File: config.mk
export PLATFORM = sky130hd
export DESIGN_NAME = muldiv_ctrl_flat
export DESIGN_NICKNAME = d
export VERILOG_FILES = /design/src/rtl/muldiv_ctrl_pkg.sv /design/src/rtl/muldiv_ctrl_if.sv /design/src/rtl/muldiv_ctrl_mul.sv /design/src/rtl/muldiv_ctrl.sv /design/src/flat_wrapper.sv
export SDC_FILE = /design/constraint.sdc
export NUM_CORES = 2
export LEC_CHECK = 0
export CORE_ASPECT_RATIO = 1.5
export CORE_MARGIN = 2
export CORE_UTILIZATION = 46
export CTS_BUF_LIST = sky130_fd_sc_hd__clkbuf_8
export DETAILED_ROUTE_END_ITERATION = 8
export PLACE_DENSITY = 0.66
export SETUP_SLACK_MARGIN = 0.5
export SYNTH_ARGS = -nofsm -noshare
export SYNTH_HDL_FRONTEND = slang
export SYNTH_SLANG_ARGS = --single-unit
File: constraint.sdc
create_clock -name clk -period 13.1 [get_ports clk]
set_clock_uncertainty 0.1 [all_clocks]
set_input_delay 1.965 -clock clk [delete_from_list [all_inputs] [get_ports clk]]
set_output_delay 1.965 -clock clk [all_outputs]
set_load 0.02 [all_outputs]
File: src/rtl/muldiv_ctrl_pkg.sv
// -----------------------------------------------------------------------------
// muldiv_ctrl_pkg
// Shared definitions for the EX-stage multiply/divide sequencer:
//   - ALU control codes for DIV / DIVU / MULT / MULTU
//   - 2-bit sequencer state encoding
//   - datapath widths and small decode helpers
// Optional feature macro used by this code slice: MULDIV_MUL_PIPE_EN
// -----------------------------------------------------------------------------
package muldiv_ctrl_pkg;

    localparam int XLEN   = 32;
    localparam int ALUC_W = 5;

    // EX-stage ALU control codes handled by the sequencer
    localparam logic [ALUC_W-1:0] DIV_CONTROL   = 5'b11010;
    localparam logic [ALUC_W-1:0] DIVU_CONTROL  = 5'b11011;
    localparam logic [ALUC_W-1:0] MULT_CONTROL  = 5'b11000;
    localparam logic [ALUC_W-1:0] MULTU_CONTROL = 5'b11001;

    typedef enum logic [1:0] {
        MD_IDLE    = 2'b00,
        MD_DIV_RUN = 2'b01,
        MD_DONE    = 2'b10
    } md_state_e;

    // Width of a counter that must be able to hold the value 'limit'
    function automatic int cnt_width(input int limit);
        return (limit < 2) ? 1 : $clog2(limit + 1);
    endfunction

    function automatic logic is_div_op(input logic [ALUC_W-1:0] code);
        return (code == DIV_CONTROL) || (code == DIVU_CONTROL);
    endfunction

    function automatic logic is_mul_op(input logic [ALUC_W-1:0] code);
        return (code == MULT_CONTROL) || (code == MULTU_CONTROL);
    endfunction

endpackage

File: src/rtl/muldiv_ctrl_if.sv
// -----------------------------------------------------------------------------
// muldiv_ctrl_if
// Bundles the EX-stage inputs, the external divider handshake, the hazard
// stall request and the HI/LO write port of the multiply/divide sequencer.
//   master : the surrounding pipeline / divider (drives EX and divider status)
//   slave  : muldiv_ctrl (drives divider requests, stall and HI/LO write)
// -----------------------------------------------------------------------------
interface muldiv_ctrl_if;
    import muldiv_ctrl_pkg::*;

    // EX stage
    logic [ALUC_W-1:0] ex_alucontrol;
    logic [XLEN-1:0]   ex_srca;
    logic [XLEN-1:0]   ex_srcb;
    logic              ex_flush;
    logic              ex_stall;
    // external iterative divider
    logic              div_ready;
    logic [2*XLEN-1:0] div_result;
    logic              div_start;
    logic              div_signed;
    logic [XLEN-1:0]   div_opa;
    logic [XLEN-1:0]   div_opb;
    logic              div_annul;
    // hazard unit / HI-LO register file
    logic              stallreq_muldiv;
    logic              hilo_we;
    logic [2*XLEN-1:0] hilo_wdata;

    modport master (
        output ex_alucontrol, ex_srca, ex_srcb, ex_flush, ex_stall,
        output div_ready, div_result,
        input  div_start, div_signed, div_opa, div_opb, div_annul,
        input  stallreq_muldiv, hilo_we, hilo_wdata
    );

    modport slave (
        input  ex_alucontrol, ex_srca, ex_srcb, ex_flush, ex_stall,
        input  div_ready, div_result,
        output div_start, div_signed, div_opa, div_opb, div_annul,
        output stallreq_muldiv, hilo_we, hilo_wdata
    );

endinterface

File: src/rtl/muldiv_ctrl_mul.sv
// -----------------------------------------------------------------------------
// muldiv_ctrl_mul
// 32x32 -> 64 signed/unsigned multiplier for MULT/MULTU.
// Macro MULDIV_MUL_PIPE_EN: when defined the product is registered (captured
// when en_i is high) and clk/rst/en_i ports exist; otherwise it is purely
// combinational.
// Ports:
//   clk, rst  : clock / async active-high reset   (pipelined build only)
//   en_i      : capture enable for the product    (pipelined build only)
//   a_i, b_i  : operands
//   signed_i  : 1 = signed (MULT), 0 = unsigned (MULTU)
//   product_o : {HI, LO}
// -----------------------------------------------------------------------------
module muldiv_ctrl_mul
    import muldiv_ctrl_pkg::*;
(
`ifdef MULDIV_MUL_PIPE_EN
    input  logic              clk,
    input  logic              rst,
    input  logic              en_i,
`endif
    input  logic [XLEN-1:0]   a_i,
    input  logic [XLEN-1:0]   b_i,
    input  logic              signed_i,
    output logic [2*XLEN-1:0] product_o
);

    logic [2*XLEN-1:0] a_ext;
    logic [2*XLEN-1:0] b_ext;
    logic [2*XLEN-1:0] prod_c;

    // Extending both operands to 64 bits (sign or zero) makes the low 64 bits
    // of a plain product correct for both the signed and unsigned case.
    assign a_ext  = signed_i ? {{XLEN{a_i[XLEN-1]}}, a_i} : {{XLEN{1'b0}}, a_i};
    assign b_ext  = signed_i ? {{XLEN{b_i[XLEN-1]}}, b_i} : {{XLEN{1'b0}}, b_i};
    assign prod_c = a_ext * b_ext;

`ifdef MULDIV_MUL_PIPE_EN
    logic [2*XLEN-1:0] product_q;

    always_ff @(posedge clk or posedge rst) begin
        if (rst) begin
            product_q <= '0;
        end else if (en_i) begin
            product_q <= prod_c;
        end
    end

    assign product_o = product_q;
`else
    assign product_o = prod_c;
`endif

endmodule

File: src/rtl/muldiv_ctrl.sv
// -----------------------------------------------------------------------------
// muldiv_ctrl
// EX-stage sequencer for the shared iterative divider and the HI/LO write.
// DIV/DIVU: latches operands, holds div_start until div_ready while stalling
// the pipeline, then issues exactly one HI/LO write when the instruction
// advances. Flush or watchdog expiry annuls the divider and drops the write.
// MULT/MULTU: product from muldiv_ctrl_mul; written in the acceptance cycle,
// or one cycle later with a one-cycle stall when MULDIV_MUL_PIPE_EN is defined.
// Ports:
//   clk : system clock
//   rst : asynchronous active-high reset (shared with the divider)
//   md  : muldiv_ctrl_if.slave (EX inputs, divider handshake, stall, HI/LO)
// Parameter:
//   DIV_TIMEOUT : cycles allowed in DIV_RUN before the operation is abandoned
// -----------------------------------------------------------------------------
module muldiv_ctrl
    import muldiv_ctrl_pkg::*;
#(
    parameter int DIV_TIMEOUT = 40
) (
    input  logic          clk,
    input  logic          rst,
    muldiv_ctrl_if.slave  md
);

    localparam int              CNT_W     = cnt_width(DIV_TIMEOUT);
    localparam logic [CNT_W-1:0] CNT_LIMIT = CNT_W'(DIV_TIMEOUT);

    md_state_e         state_q, state_d;
    logic [CNT_W-1:0]  cnt_q, cnt_d;
    logic [XLEN-1:0]   opa_q, opa_d;
    logic [XLEN-1:0]   opb_q, opb_d;
    logic              signed_q, signed_d;
    logic [2*XLEN-1:0] hilo_q, hilo_d;
    logic              we_pend_q, we_pend_d;

    logic              div_start_c;
    logic              div_annul_c;
    logic              stallreq_c;
    logic              hilo_we_c;
    logic              accept_ok;
    logic              wd_expired;
    logic [2*XLEN-1:0] mul_product;

`ifdef MULDIV_MUL_PIPE_EN
    logic              mul_en;
    logic              is_mul_q, is_mul_d;
`else
    logic              mul_now;
`endif

    // New operations are never accepted under flush; gating with rst keeps
    // every combinational output at 0 while reset is held.
    assign accept_ok  = !rst && !md.ex_flush;
    assign wd_expired = (cnt_q == CNT_LIMIT);

    muldiv_ctrl_mul u_mul (
`ifdef MULDIV_MUL_PIPE_EN
        .clk       (clk),
        .rst       (rst),
        .en_i      (mul_en),
`endif
        .a_i       (md.ex_srca),
        .b_i       (md.ex_srcb),
        .signed_i  (md.ex_alucontrol == MULT_CONTROL),
        .product_o (mul_product)
    );

    always_ff @(posedge clk or posedge rst) begin
        if (rst) begin
            state_q   <= MD_IDLE;
            cnt_q     <= '0;
            opa_q     <= '0;
            opb_q     <= '0;
            signed_q  <= 1'b0;
            hilo_q    <= '0;
            we_pend_q <= 1'b0;
`ifdef MULDIV_MUL_PIPE_EN
            is_mul_q  <= 1'b0;
`endif
        end else begin
            state_q   <= state_d;
            cnt_q     <= cnt_d;
            opa_q     <= opa_d;
            opb_q     <= opb_d;
            signed_q  <= signed_d;
            hilo_q    <= hilo_d;
            we_pend_q <= we_pend_d;
`ifdef MULDIV_MUL_PIPE_EN
            is_mul_q  <= is_mul_d;
`endif
        end
    end

    always_comb begin
        state_d     = state_q;
        cnt_d       = cnt_q;
        opa_d       = opa_q;
        opb_d       = opb_q;
        signed_d    = signed_q;
        hilo_d      = hilo_q;
        we_pend_d   = we_pend_q;
        div_start_c = 1'b0;
        div_annul_c = 1'b0;
        stallreq_c  = 1'b0;
        hilo_we_c   = 1'b0;
`ifdef MULDIV_MUL_PIPE_EN
        mul_en      = 1'b0;
        is_mul_d    = is_mul_q;
`else
        mul_now     = 1'b0;
`endif

        case (state_q)
            MD_IDLE: begin
                cnt_d = '0;
                if (accept_ok && is_div_op(md.ex_alucontrol)) begin
                    if (md.ex_srcb != '0) begin
                        opa_d      = md.ex_srca;
                        opb_d      = md.ex_srcb;
                        signed_d   = (md.ex_alucontrol == DIV_CONTROL);
                        stallreq_c = 1'b1;
                        state_d    = MD_DIV_RUN;
                    end else begin
                        // Divide by zero: no divider activity, HI/LO left
                        // untouched; DONE only waits for the instruction to
                        // advance so it is not re-decoded while held in EX.
                        we_pend_d = 1'b0;
                        state_d   = MD_DONE;
                    end
                end else if (accept_ok && is_mul_op(md.ex_alucontrol)) begin
`ifdef MULDIV_MUL_PIPE_EN
                    mul_en     = 1'b1;
                    is_mul_d   = 1'b1;
                    we_pend_d  = 1'b1;
                    stallreq_c = 1'b1;
                    state_d    = MD_DONE;
`else
                    // Combinational product: write whenever EX may advance;
                    // a held MULT simply re-presents the same product.
                    mul_now   = 1'b1;
                    hilo_we_c = !md.ex_stall;
`endif
                end
            end

            MD_DIV_RUN: begin
                cnt_d = cnt_q + CNT_W'(1);
                if (md.ex_flush || wd_expired) begin
                    // A div_ready in this cycle is deliberately dropped.
                    div_annul_c = 1'b1;
                    cnt_d       = '0;
                    state_d     = MD_IDLE;
                end else begin
                    stallreq_c  = 1'b1;
                    div_start_c = !md.div_ready;
                    if (md.div_ready) begin
                        hilo_d    = {md.div_result[2*XLEN-1:XLEN], md.div_result[XLEN-1:0]};
                        we_pend_d = 1'b1;
`ifdef MULDIV_MUL_PIPE_EN
                        is_mul_d  = 1'b0;
`endif
                        cnt_d     = '0;
                        state_d   = MD_DONE;
                    end
                end
            end

            MD_DONE: begin
                // Leaving on the first un-stalled cycle guarantees a single
                // write and no re-start while the instruction is still in EX.
                if (md.ex_flush) begin
                    we_pend_d = 1'b0;
                    state_d   = MD_IDLE;
                end else if (!md.ex_stall) begin
                    hilo_we_c = we_pend_q;
                    we_pend_d = 1'b0;
                    state_d   = MD_IDLE;
                end
            end

            default: begin
                state_d = MD_IDLE;
            end
        endcase
    end

    assign md.div_start       = div_start_c;
    assign md.div_annul       = div_annul_c;
    assign md.div_signed      = signed_q;
    assign md.div_opa         = opa_q;
    assign md.div_opb         = opb_q;
    assign md.stallreq_muldiv = stallreq_c;
    assign md.hilo_we         = hilo_we_c;

`ifdef MULDIV_MUL_PIPE_EN
    assign md.hilo_wdata = is_mul_q ? mul_product : hilo_q;
`else
    assign md.hilo_wdata = mul_now ? mul_product : hilo_q;
`endif

endmodule

File: src/flat_wrapper.sv
// flat-port wrapper written by rule: the top's interface ports become plain ports
module muldiv_ctrl_flat import muldiv_ctrl_pkg::*;
#(
    parameter int DIV_TIMEOUT = 40
)
  (clk, rst, md_ex_alucontrol, md_ex_srca, md_ex_srcb, md_ex_flush, md_ex_stall, md_div_ready, md_div_result, md_div_start, md_div_signed, md_div_opa, md_div_opb, md_div_annul, md_stallreq_muldiv, md_hilo_we, md_hilo_wdata);
  muldiv_ctrl_if md_i ();
  input  logic clk;
  input  logic rst;
  input wire logic [$bits(md_i.ex_alucontrol)-1:0] md_ex_alucontrol;
  input wire logic [$bits(md_i.ex_srca)-1:0] md_ex_srca;
  input wire logic [$bits(md_i.ex_srcb)-1:0] md_ex_srcb;
  input wire logic [$bits(md_i.ex_flush)-1:0] md_ex_flush;
  input wire logic [$bits(md_i.ex_stall)-1:0] md_ex_stall;
  input wire logic [$bits(md_i.div_ready)-1:0] md_div_ready;
  input wire logic [$bits(md_i.div_result)-1:0] md_div_result;
  output wire logic [$bits(md_i.div_start)-1:0] md_div_start;
  output wire logic [$bits(md_i.div_signed)-1:0] md_div_signed;
  output wire logic [$bits(md_i.div_opa)-1:0] md_div_opa;
  output wire logic [$bits(md_i.div_opb)-1:0] md_div_opb;
  output wire logic [$bits(md_i.div_annul)-1:0] md_div_annul;
  output wire logic [$bits(md_i.stallreq_muldiv)-1:0] md_stallreq_muldiv;
  output wire logic [$bits(md_i.hilo_we)-1:0] md_hilo_we;
  output wire logic [$bits(md_i.hilo_wdata)-1:0] md_hilo_wdata;
  assign md_i.ex_alucontrol = md_ex_alucontrol;
  assign md_i.ex_srca = md_ex_srca;
  assign md_i.ex_srcb = md_ex_srcb;
  assign md_i.ex_flush = md_ex_flush;
  assign md_i.ex_stall = md_ex_stall;
  assign md_i.div_ready = md_div_ready;
  assign md_i.div_result = md_div_result;
  assign md_div_start = md_i.div_start;
  assign md_div_signed = md_i.div_signed;
  assign md_div_opa = md_i.div_opa;
  assign md_div_opb = md_i.div_opb;
  assign md_div_annul = md_i.div_annul;
  assign md_stallreq_muldiv = md_i.stallreq_muldiv;
  assign md_hilo_we = md_i.hilo_we;
  assign md_hilo_wdata = md_i.hilo_wdata;
  muldiv_ctrl #(.DIV_TIMEOUT(DIV_TIMEOUT)) u_core (.clk(clk), .rst(rst), .md(md_i));
endmodule
==> results by group <==
Floorplanning
  • Core Area: 116000 um2
  • Io pins: about 270
  • Die area: about 120000 um2
  • Die Ht: 422 um
  • Initial core utilization: a little under half
  • Std-Cell Rows: 153
  • Die span in x: approximately 280 um

Worst setup path
  • Reg2reg path depth: 4
  • CP max stage delay: roughly 690 ps
  • Slowest stage cell, crit path: fa_2
  • Worst reg2reg endpoint: u_core.md.div_opb[26]$_DFFE_PP0P_
  • Reg2reg setup slack: 10320 ps
  • Most used cell, CP: fa_1
  • WP buf/inv: 11
  • Peak fanout along the critical path: 8
  • Crit. path cell count: 33
  • Critical R2R Launch: u_core.state_q[1]$_DFFE_PP0P_
  • Crit path max-delay family: adder cells
  • CP Capture Type: output pin
  • Crit start category: input port
  • Req. time, crit path: between 10000 and 15000 ps
  • Critical path class: input port to output pin
  • WP data arrival: between 10000 and 15000 ps

STA
  • Fin crit share: 99.8%
  • Tightest Pin Transition: between 1000 and 1500 ps
  • Final-report setup violation count: 0
  • Max-slew violations: 0
  • RSZ-0062 raised after global routing: yes
  • Final Critical Period: around 13000 ps
  • Final Hold Viols: 0
  • Fmax: about 76 MHz
  • Hold slack: between 400 and 500 ps
  • Fin worst setup slack: between 20 and 25 ps
  • Slew margin rel.: 28.7%

Routing
  • Initial drt markers: approximately 2300
  • DRT Pass-1 Iters: 5
  • Vias per inst: roughly 5.2
  • Post-route ant nets: 0
  • Via Count: ~41000
  • Routed len/inst: 23.3 um
  • Routed wire length: about 190 mm
  • # DRC: 0

Cells and area
  • Syn-to-layout area delta: 22.8%
  • Share of layout cells above drive strength 1: roughly a fifth
  • Layout Nets: around 8200

Placement
  • PortBufs: 270
  • Post-Place Setup Slack: -1180 ps
  • Hpwl dp: roughly 160 mm
  • Placer Congestion: 1.00

Clock tree
  • # clock sinks: 138
  • Worst-path clk slew: 90 ps
  • CTS tree: done
  • Worst-Skew Late Latency: between 600 and 700 ps
  • CTS Buf Count: 17
  • Longest Clk Path Bufs: 2
  • H-tree levels: 4
  • CTS root buf: clkbuf_8

Synthesis
  • Post-synthesis sequential area ratio: between 6 and 7%
  • Syn Inst Count: around 5600
  • Synth warn: 0
  • Async S/R FF share, synth: between 90% and 100%
  • Main synth FF type: dfrtp_1
  • Post-synth EDFFs: 0
  • Post-synth cell types: between 70 and 80
  • Synth Register Bits: 138
  • Synth area leader: fa_1
  • Synthesized cell area: 53500 um2
  • Top post-synthesis cells by area: fa_1 53%, inv_1 11%, ha_1 7.3%
  • Area fraction of the dominant cell type after synthesis: between 50% and 60%
  • Syn nets: ~7500
  • Avg Cell Area, Syn: 9.50 um2

Global route
  • Largest net degree at the start of global routing: ~110
  • Vias in the first global route: around 47000
  • First-pass GRT wire length: between 200 and 300 mm
  • Initial antenna violation count: 17
  • All-Layer GR Usage: around a third
  • Grt ovf: 0

Worst hold path
  • Worst hold path cell count: 1
  • Worst hold start: u_core.md.div_opb[23]$_DFFE_PP0P_
  • Hold Crit Class: flip-flop to flip-flop
  • Hold Path End: u_core.md.div_opb[23]$_DFFE_PP0P_

Status
  • Status: complete, no violations

Flow run
  • Max-Cap Viols: 0
worst register-to-register path: stages (launching register included):
cell and delay (ps):
dfrtp_1 650, nor2_1 180, o2111ai_4 270, buf_4 800, mux2_2 590
kinds of logic after synthesis:
| group | share of synthesized area (%) |
|---|---|
| AND/OR/NAND/NOR | 11.5 |
| flip-flops | 6.46 |
| adder cells (fa/ha/maj) | 60.4 |
| multiplexers | 2.84 |
| buffers and inverters | 13.0 |
| AO/OA/AOI/OAI | 3.62 |
| XOR/XNOR | 2.06 |
cells in the final DEF, fill, tap and decap left out, types with 11 or more instances in the layout:
cell                n
inv_2              43
and2_1            339
dlygate4sd2_1      41
inv_1            1508
buf_6              36
nor2_1             33
a21o_1             35
xor2_1             30
buf_12             85
o21ai_2            16
nand3_1            13
clkbuf_8           17
diode_2            13
o21ai_1            15
a21oi_2            28
clkdlybuf4s50_1   173
xnor2_2            13
mux2_2            133
fa_2               97
a21oi_1            47
buf_4             648
fa_1             1322
ha_4               18
dfrtp_1           138
nand4_1            20
and3_1             22
nand2_1           840
nand2_2            13
xnor2_1            79
ha_1              287
o21bai_1           11
buf_2              25
o21ai_0            72
layer usage:
layer | GRT usage (%) | up-vias | share of wire (%)
met5 | 0 | - | 0.0076
met1 | 31.1 | 21615 | 30
li1 | - | 17594 | -
met4 | 31.8 | 2 | 12
met2 | 57.9 | 1525 | 53
met3 | 4.61 | 756 | 4.7
state kept, by name, summed over array words and instances, names as in the netlist:
signal                cells
u_core.state_q            2
u_core.md.div_signed      1
u_core.we_pend_q          1
u_core.hilo_q            64
u_core.cnt_q              6
u_core.md.div_opb        32
u_core.md.div_opa        32
what timing repair did:
action	CTS	global route
buffers inserted	83	17
resized for setup	432	155
pin swaps	143	105
cloned	7	0
hold buffers	0	0
endpoints found under the hold margin	0	0
setup endpoints to repair	42	43
worst max path at each step:
stage,from,end,slack [ps]
final,md_ex_srcb[24],md_hilo_wdata[63],20
after global routing,md_ex_srca[22],md_hilo_wdata[63],-250
after CTS,md_ex_alucontrol[2],md_hilo_wdata[63],110
after detailed placement,md_ex_alucontrol[2],md_hilo_wdata[63],-1180
after global placement,md_ex_alucontrol[4],md_hilo_wdata[63],-1140
after floorplan,md_ex_alucontrol[2],md_hilo_wdata[60],500
area by class of cell:
| type | instances | area, um2 |
|---|---|---|
| inverter | 1555 | 5850 |
| tap | 1550 | 1940 |
| sequential | 138 | 3450 |
| multi-input combinational | 3634 | 44300 |
| antenna | 13 | 32.5 |
| timing repair buffer | 1033 | 9630 |
| fill | 10287 | 50000 |
| clock buffer | 17 | 234 |
| clock inverter | 15 | 175 |
synthesized netlist by cell type, drive strengths merged, types with 3 or more instances:
cell,count
inv,1555
fa,1419
nand2,856
and2,341
ha,310
clkbuf,281
dfrtp,138
mux2,134
o21ai,104
xnor2,92
a21oi,79
nor2,37
a21o,35
xor2,34
and3,24
nand4,20
buf,19
nand3,16
o21bai,13
a211oi,11
a31o,11
nor4,11
a31oi,10
nor3,8
nand2b,6
o31ai,5
nand3b,4
nor2b,4
nor3b,4
o211ai,4
o221ai,4
a221oi,3
a22o,3
and4,3
stage by stage:
stage	utilization (%)	cell area, um2	instances	setup TNS [ps]
6_report	56.8	65600	7955	0
3_3_place_gp	54.3	62800	7803	-18420
3_5_place_dp	54.3	62800	7803	-20010
2_1_floorplan	-	53600	5627	0
4_1_cts	56.2	64900	7925	0
5_1_grt	56.7	65600	7947	-1500
Power is not shown: default switching activity piles up to over one toggle a cycle in this logic, so the estimate is an artifact.
